[src/rtl/cpu_types_pkg.sv]
// Shared pipeline-control types: controller state, register index, strobe bundle.
// Latency: n/a (types and constants only).
// Backpressure: n/a.
package cpu_types_pkg;

    typedef enum logic [1:0] {
        RUN        = 2'd0,
        MEM_WAIT   = 2'd1,
        HALT_DRAIN = 2'd2,
        HALTED     = 2'd3
    } pipe_state_t;

    localparam int REG_W = 5;
    typedef logic [REG_W-1:0] regbits_t;

    // One bundle for every strobe the controller drives into the datapath.
    typedef struct packed {
        logic pc_en;
        logic ifid_en;
        logic idex_en;
        logic exmem_en;
        logic memwb_en;
        logic ifid_flush;
        logic idex_flush;
        logic exmem_flush;
    } pipe_ctrl_t;

    // The strobe patterns, in field order:
    // {pc, ifid_en, idex_en, exmem_en, memwb_en, ifid_fl, idex_fl, exmem_fl}.
    localparam pipe_ctrl_t CTRL_IDLE       = pipe_ctrl_t'(8'b0_0000_000);
    localparam pipe_ctrl_t CTRL_RUN        = pipe_ctrl_t'(8'b1_1111_000);
    localparam pipe_ctrl_t CTRL_BRANCH     = pipe_ctrl_t'(8'b1_1111_110);
    localparam pipe_ctrl_t CTRL_LOAD_USE   = pipe_ctrl_t'(8'b0_0111_010);
    localparam pipe_ctrl_t CTRL_JUMP       = pipe_ctrl_t'(8'b1_1111_100);
    localparam pipe_ctrl_t CTRL_FETCH_MISS = pipe_ctrl_t'(8'b0_1111_100);
    localparam pipe_ctrl_t CTRL_HALT       = pipe_ctrl_t'(8'b0_0001_111);
    localparam pipe_ctrl_t CTRL_DRAIN      = pipe_ctrl_t'(8'b0_0001_000);

endpackage

[src/rtl/hazard_detect.sv]
// Load-use comparator: flags a load in EX whose destination feeds the ID instruction.
// Latency: combinational, 0 cycles.
// Backpressure: none; result is consumed by the controller the same cycle.
// Ports: idex_memRd_i/idex_wsel_i (EX load), ifid_rs_i/ifid_rt_i (ID sources), lu_stall_o.
module hazard_detect
    import cpu_types_pkg::*;
(
    input  logic     idex_memRd_i,
    input  regbits_t idex_wsel_i,
    input  regbits_t ifid_rs_i,
    input  regbits_t ifid_rt_i,
    output logic     lu_stall_o
);

    // $zero is never written, so a load targeting it cannot create a hazard.
    assign lu_stall_o = idex_memRd_i
                     && (idex_wsel_i != '0)
                     && ((idex_wsel_i == ifid_rs_i) || (idex_wsel_i == ifid_rt_i));

endmodule

[src/rtl/pipeline_controller.sv]
// Stall/flush scheduler for the 5-stage pipeline: latch enables, flushes, PC enable, halt drain.
// Latency: strobes are Mealy (same cycle as inputs); halt/stall_count registered, halt DRAIN_CYCLES+1 edges after halt_mem.
// Backpressure: dcache miss freezes every latch; icache miss holds the PC and injects bubbles.
// Ports: CLK/RST; ihit, dhit, mem_req, load-use fields, branch_taken, jump, halt_mem in;
//        pc_en, four latch enables, three flushes, halt, stall_count out.
module pipeline_controller
    import cpu_types_pkg::*;
#(
    parameter int DRAIN_CYCLES = 2,
    parameter int CNT_W        = 16
) (
    input  logic             CLK,
    input  logic             RST,
    input  logic             ihit,
    input  logic             dhit,
    input  logic             mem_req,
    input  logic             idex_memRd,
    input  regbits_t         idex_wsel,
    input  regbits_t         ifid_rs,
    input  regbits_t         ifid_rt,
    input  logic             branch_taken,
    input  logic             jump,
    input  logic             halt_mem,
    output logic             pc_en,
    output logic             ifid_en,
    output logic             idex_en,
    output logic             exmem_en,
    output logic             memwb_en,
    output logic             ifid_flush,
    output logic             idex_flush,
    output logic             exmem_flush,
    output logic             halt,
    output logic [CNT_W-1:0] stall_count
);

    localparam int DRAIN_W = (DRAIN_CYCLES > 1) ? $clog2(DRAIN_CYCLES + 1) : 1;

    pipe_state_t        state_q, state_d;
    logic [DRAIN_W-1:0] drain_q, drain_d;
    logic               halt_q, halt_d;
    logic [CNT_W-1:0]   cnt_q, cnt_d;
    pipe_ctrl_t         ctrl;
    pipe_ctrl_t         ctrl_out;
    logic               run_rules;
    logic               lu_stall;

    hazard_detect u_hazard_detect (
        .idex_memRd_i (idex_memRd),
        .idex_wsel_i  (idex_wsel),
        .ifid_rs_i    (ifid_rs),
        .ifid_rt_i    (ifid_rt),
        .lu_stall_o   (lu_stall)
    );

    always_comb begin
        state_d   = state_q;
        drain_d   = drain_q;
        ctrl      = CTRL_IDLE;
        run_rules = 1'b0;

        unique case (state_q)
            RUN: begin
                if (halt_mem) begin
                    ctrl    = CTRL_HALT;
                    state_d = HALT_DRAIN;
                    drain_d = DRAIN_W'(DRAIN_CYCLES);
                end else if (mem_req && !dhit) begin
                    state_d = MEM_WAIT;
                end else begin
                    run_rules = 1'b1;
                end
            end
            MEM_WAIT: begin
                // EX stayed frozen during the wait, so the branch/hazard
                // inputs seen on the dhit cycle are still the live ones.
                if (dhit) begin
                    state_d   = RUN;
                    run_rules = 1'b1;
                end
            end
            HALT_DRAIN: begin
                ctrl    = CTRL_DRAIN;
                drain_d = (drain_q == '0) ? '0 : drain_q - 1'b1;
                if (drain_d == '0) begin
                    state_d = HALTED;
                end
            end
            HALTED: begin
                ctrl = CTRL_IDLE;
            end
            default: begin
                state_d = RUN;
            end
        endcase

        // Remaining priority chain shared by RUN and the MEM_WAIT exit cycle.
        if (run_rules) begin
            if (branch_taken) begin
                ctrl = CTRL_BRANCH;
            end else if (lu_stall) begin
                ctrl = CTRL_LOAD_USE;
            end else if (jump && ihit) begin
                ctrl = CTRL_JUMP;
            end else if (!ihit) begin
                ctrl = CTRL_FETCH_MISS;
            end else begin
                ctrl = CTRL_RUN;
            end
        end
    end

    // Strobes are forced low for as long as reset is held, not just after the edge.
    assign ctrl_out = RST ? CTRL_IDLE : ctrl;

    assign pc_en       = ctrl_out.pc_en;
    assign ifid_en     = ctrl_out.ifid_en;
    assign idex_en     = ctrl_out.idex_en;
    assign exmem_en    = ctrl_out.exmem_en;
    assign memwb_en    = ctrl_out.memwb_en;
    assign ifid_flush  = ctrl_out.ifid_flush;
    assign idex_flush  = ctrl_out.idex_flush;
    assign exmem_flush = ctrl_out.exmem_flush;

    // halt rises on the same edge that enters HALTED and never clears.
    assign halt_d = halt_q || (state_d == HALTED);

    always_comb begin
        cnt_d = cnt_q;
        if ((state_q != HALTED) && !ctrl.pc_en && (cnt_q != '1)) begin
            cnt_d = cnt_q + 1'b1;
        end
    end

    always_ff @(posedge CLK or posedge RST) begin
        if (RST) begin
            state_q <= RUN;
            drain_q <= '0;
            halt_q  <= 1'b0;
            cnt_q   <= '0;
        end else begin
            state_q <= state_d;
            drain_q <= drain_d;
            halt_q  <= halt_d;
            cnt_q   <= cnt_d;
        end
    end

    assign halt        = halt_q;
    assign stall_count = cnt_q;

endmodule

[config.mk]
export PLATFORM = sky130hd
export DESIGN_NAME = pipeline_controller
export DESIGN_NICKNAME = d
export VERILOG_FILES = /design/src/rtl/cpu_types_pkg.sv /design/src/rtl/hazard_detect.sv /design/src/rtl/pipeline_controller.sv
export SDC_FILE = /design/constraint.sdc
export NUM_CORES = 1
export LEC_CHECK = 0
export BUFFER_PORTS_ARGS = -buffer_cell sky130_fd_sc_hd__buf_2
export CELL_PAD_IN_SITES_DETAIL_PLACEMENT = 0
export CELL_PAD_IN_SITES_GLOBAL_PLACEMENT = 1
export CORE_UTILIZATION = 39
export CTS_CLUSTER_DIAMETER = 30
export DETAILED_ROUTE_END_ITERATION = 7
export PLACE_DENSITY = 0.81
export SLEW_MARGIN = 5
export SYNTH_ARGS = -nofsm -noshare
export SYNTH_HDL_FRONTEND = slang
export SYNTH_SLANG_ARGS = --single-unit
export TNS_END_PERCENT = 50
[constraint.sdc]
create_clock -name CLK -period 5.24 [get_ports CLK]
set_clock_uncertainty 0.2 [all_clocks]
set_input_delay 0 -clock CLK [delete_from_list [all_inputs] [get_ports CLK]]
set_output_delay 0 -clock CLK [all_outputs]
set_load 0.03 [all_outputs]
Word-level counts from Yosys, hierarchy flattened --
Cells that the tools add are included.
Word-level totals: register bits after elaboration 21, bits of input ports 24, logic and storage cells 50
Operators by class: equal/unequal tests 8, mux-type cells 20, reductions and logical operators 16, add/sub/neg operators 2
Operators with widths (count):
- $mux W8 | 6
- $add A16 B1 Y16 const B | 1
- $ne A16 B16 Y1 const B | 1
- $mux W2 | 6
- $eq A5 B5 Y1 | 2
- $pmux W4 S2 | 1
- $logic_and A1 B1 Y1 | 6
- $logic_not A2 Y1 | 3
- $pmux W2 S3 | 1
- $reduce_bool A5 Y1 | 1
- $eq A2 B2 Y1 const B | 2
- $mux W4 | 1
- $ne A2 B2 Y1 const B | 2
- $pmux W2 S2 | 1
- $mux W1 | 3
- $eq A2 B1 Y1 const B | 1
- $logic_not A1 Y1 | 2
- $logic_or A1 B1 Y1 | 2
- $pmux W1 S2 | 1
- $reduce_and A2 Y1 | 1
- $reduce_bool A2 Y1 | 1
- $sub A2 B1 Y2 const B | 1

Logic depth before layout (Yosys ltp) --
depth in word-level cells 9, mapped depth 9, depth with buffers taken out 7

Modules after synthesis --
From an unflattened synthesis, not the netlist that was laid out.
Unflattened totals: cells, all modules 137, area total of the unflattened synthesis 1275.0 µm²
By module, submodules not included:
- pipeline_controller | seq. area each 525.5 µm², cells an instance 120, area an instance 1149.9 µm², times used 1
- hazard_detect | seq. area each 0.0 µm², cells an instance 17, area an instance 125.1 µm², times used 1

Least setup slack after synthesis --
OpenSTA, ideal clock, no wires.
path kind reg2reg, start register cnt_q[0] (netlist: stall_count[0]), end register cnt_q[1] (netlist: stall_count[1]), path buffers 1, path slack 3.013 ns, arrival time 1.900 ns, setup time 0.128 ns, data required time 4.912 ns, cell stages (with the launch flop) 9, cell sequence dfrtp_1 > ha_1 > and3_1 > buf_2 > nand4_1 > nor2_1 > nand3_2 > nand2_2 > mux2_1
Between the ends: longest elaborated chain between the ends 2, elaborated cells between the ends (all ways) 3, classes of those cells add/sub (1); eq/ne (1); reduce/logical (1)
Ends and longest elaborated chain:
- start, declared | line pipeline_controller.sv:41 | logic [CNT_W-1:0] cnt_q, cnt_d;
- start signal, assigned | line pipeline_controller.sv:144 | cnt_q <= cnt_d;
- parallel branches: the longest is 2 deep, another holds $add A16 B1 Y16
Several ways; the timed one is not identified. A chain may end at the register's enable or synchronous reset.

Final worst setup path --
Same ends and word-level chain as after synthesis.

==> metrics.md <==
| Metric | Value |
|---|---|
| Leakage | `0.780 nW` |
| Setup Viol. Count Final | `0` |
| Crit end category | `flop` |
| Initial Util | `between 40 and 50%` |
| H-Tree Depth | `1` |
| Placed Area | `between 1500 and 2000 um2` |
| Worst Hold Class | `in2reg` |
| Detailed-route via count | `1144` |
| Slew Viols, Final | `0` |
| VDD IR max | `0.0940 mV` |
| Seq cells post-synth | `21` |
| Total power | `~320 uW` |
| CP Class | `reg2reg` |
| RSZ-0062 raised after global routing | `false` |
| Synth warnings | `0` |
| R2R depth | `7` |
| Hold depth | `5` |
| CTS root buf | `clkbuf_4` |
| Slew HR | `a little under half` |
| Power Dens Cells | `slightly below 200 nW/um2` |
| Post-Synthesis Cells | `135` |
| Yosys top cell area share | `39.5%` |
| Post-CTS resize count | `0` |
| Cell area after synthesis | `1330 um2` |
| Largest net degree at the start of global routing | `22` |
| Clk buf depth | `2` |
| Final Hold Fails | `0` |
| Fraction of registers with async set/reset | `100%` |
| Die Footprint | `around 3600 um2` |
| Netlist cell types | `37` |
| DRT iter0 DRCs | `40` |
| First-pass GRT wire length | `4600 um` |
| # clock sinks | `21` |
| Tmin final | `2420 ps` |
| Fin util | `52.5%` |
| Vias in the first global route | `1054` |
| CTS Buf Count | `3` |
| Peak Freq | `0.414 GHz` |
| Number of cell rows | `20` |
| Post-CTS Setup Bufs | `0` |
| # fillers | `324` |
| Commonest non-fill, non-tap cells in the layout | `buf_2, dfrtp_1, nor2_1, xnor2_1, xor2_1` |
| Most common cell after layout, fill and taps aside | `buf_2` |
| Final GP Congestion | `0.791` |
| Maximum fanout along the worst path | `14` |
| Worst Path Arrival | `2400 ps` |
| Crit start category | `flop` |
| Final WL | `2700 um` |
| Sequential area share after synthesis | `39.5%` |
| Reg clk slew, reported paths | `110 ps` |
| Initial antenna violation count | `0` |
| P&R area growth vs syn | `24.5%` |
| Final TNS setup | `0 ps` |
| Die Ht | `60.4 um` |
| Gr ovfl total | `0` |
| Final HPWL DP | `2130 um` |
| Layout Nets | `around 210` |
| Synth area leaders | `dfrtp_1, xnor2_1, xor2_1` |
| CTS tree | `built` |
| ANT nets after route | `0` |
| Die Wd | `60.4 um` |
| IO buf count | `48` |
| Layout cells sized above 1 | `36.6%` |
| Residual DRC | `0` |
| Antenna fix cells | `0` |
| Final Cell Area | `1660 um2` |
| DR WL/cell | `11.7 um` |
| Post-synth EDFFs | `0` |
| I/O Pins | `49` |
| MaxCap Viol Count | `0` |
| Top_reg_cell synth | `dfrtp_1` |
| Hold buffers post-CTS | `4` |
| Final worst path period share | `46.1%` |
| Synth area leader | `dfrtp_1` |
| Syn Nets | `160` |
| Core area | `3150 um2` |
| Register area | `526 um2` |
| DRT Pass-1 Iters | `4` |
| Status | `finished clean` |
| Worst Max-Slew Pin Slew | `just under 800 ps` |
| Gr usage total | `16.5%` |
| Syn_area_per_cell | `9.85 um2` |
| Critical path required time | `~5200 ps` |
| Multi-input logic area | `746 um2` |
| Clock Latency Late Sink | `290 ps` |
| Non-Filler Instances | `230` |
| Placed cell count | `approximately 220` |
| Vias/cell | `around 5` |
==> worst paths after layout <==
kind	end	start	slack, ps
hold / removal	stall_count[3]	branch_taken	130
max in group asynchronous	stall_count[6]	RST	4120
hold reg to reg	halt	halt	270
setup reg to reg	stall_count[1]	stall_count[0]	2820
setup / recovery	stall_count[1]	stall_count[0]	2820
min in group asynchronous	stall_count[14]	RST	230
==> area by class of cell <==
class	count	share of cell area (%)
Multi-Input combinational cell	103	45.0
Tap cell	44	3.33
Timing Repair Buffer	52	16.9
Inverter	6	1.36
Sequential cell	21	31.7
Clock buffer	4	1.59
==> state kept, by name, indices dropped and copies added (netlist names) <==
name and cells:
state_q 2, stall_count 16, halt 1, drain_q 2
==> where the power goes <==
group / internal (mW) / total [mW] / switching (mW)
combinational: 0.0261 / 0.0659 / 0.0398
clock: 0.0296 / 0.0752 / 0.0456
sequential: 0.171 / 0.181 / 0.00944
==> critical path, cell delays in order, from the launching register on <==
cell and delay [ps]:
dfrtp_1 410, ha_1 180, and3_1 310, nand4_1 130
nor2_1 190, nand3_2 350, nand2_2 210, mux2_1 330
==> logic make-up after synthesis <==
kind of cell / Yosys count / share of synthesized area [%]
AOI/OAI and AO/OA: 19 / 11.1
adders and majority gates: 1 / 0.941
xor gates and xnor gates: 24 / 15.8
buffers and inverters: 11 / 4.42
and+or+nand+nor: 57 / 26.6
DFF: 21 / 39.5
muxes: 2 / 1.60
==> through the flow <==
stage / hold slack [ps] / worst slack [ps]
after floorplan: -223 / 3010
after CTS: 122 / 2810
after detailed placement: 39.3 / 2830
final: 134 / 2820
after global routing: 153 / 2620
after global placement: 18.1 / 2930
==> routing by layer <==
layer	track usage, %	wire (um)
met2	27.9	1380
met1	21.8	1230
met5	0	0
met4	5.98	0
met3	1.49	81
==> cells in the mapped netlist (2+ instances only) <==
master and number:
nand3_2 6, nor3_1 3, nand4b_1 2, xor2_1 10
xnor2_1 14, and3_1 6, nand2_2 2, buf_4 2
nand2_1 8, or2_1 2, nor2_1 15, o21ai_0 3
nand4_2 4, buf_2 2, nand3_1 2, dfrtp_1 21
o31a_1 2, nand4_1 3, inv_1 6, a21oi_1 5
(Power assumes the default switching activity.)
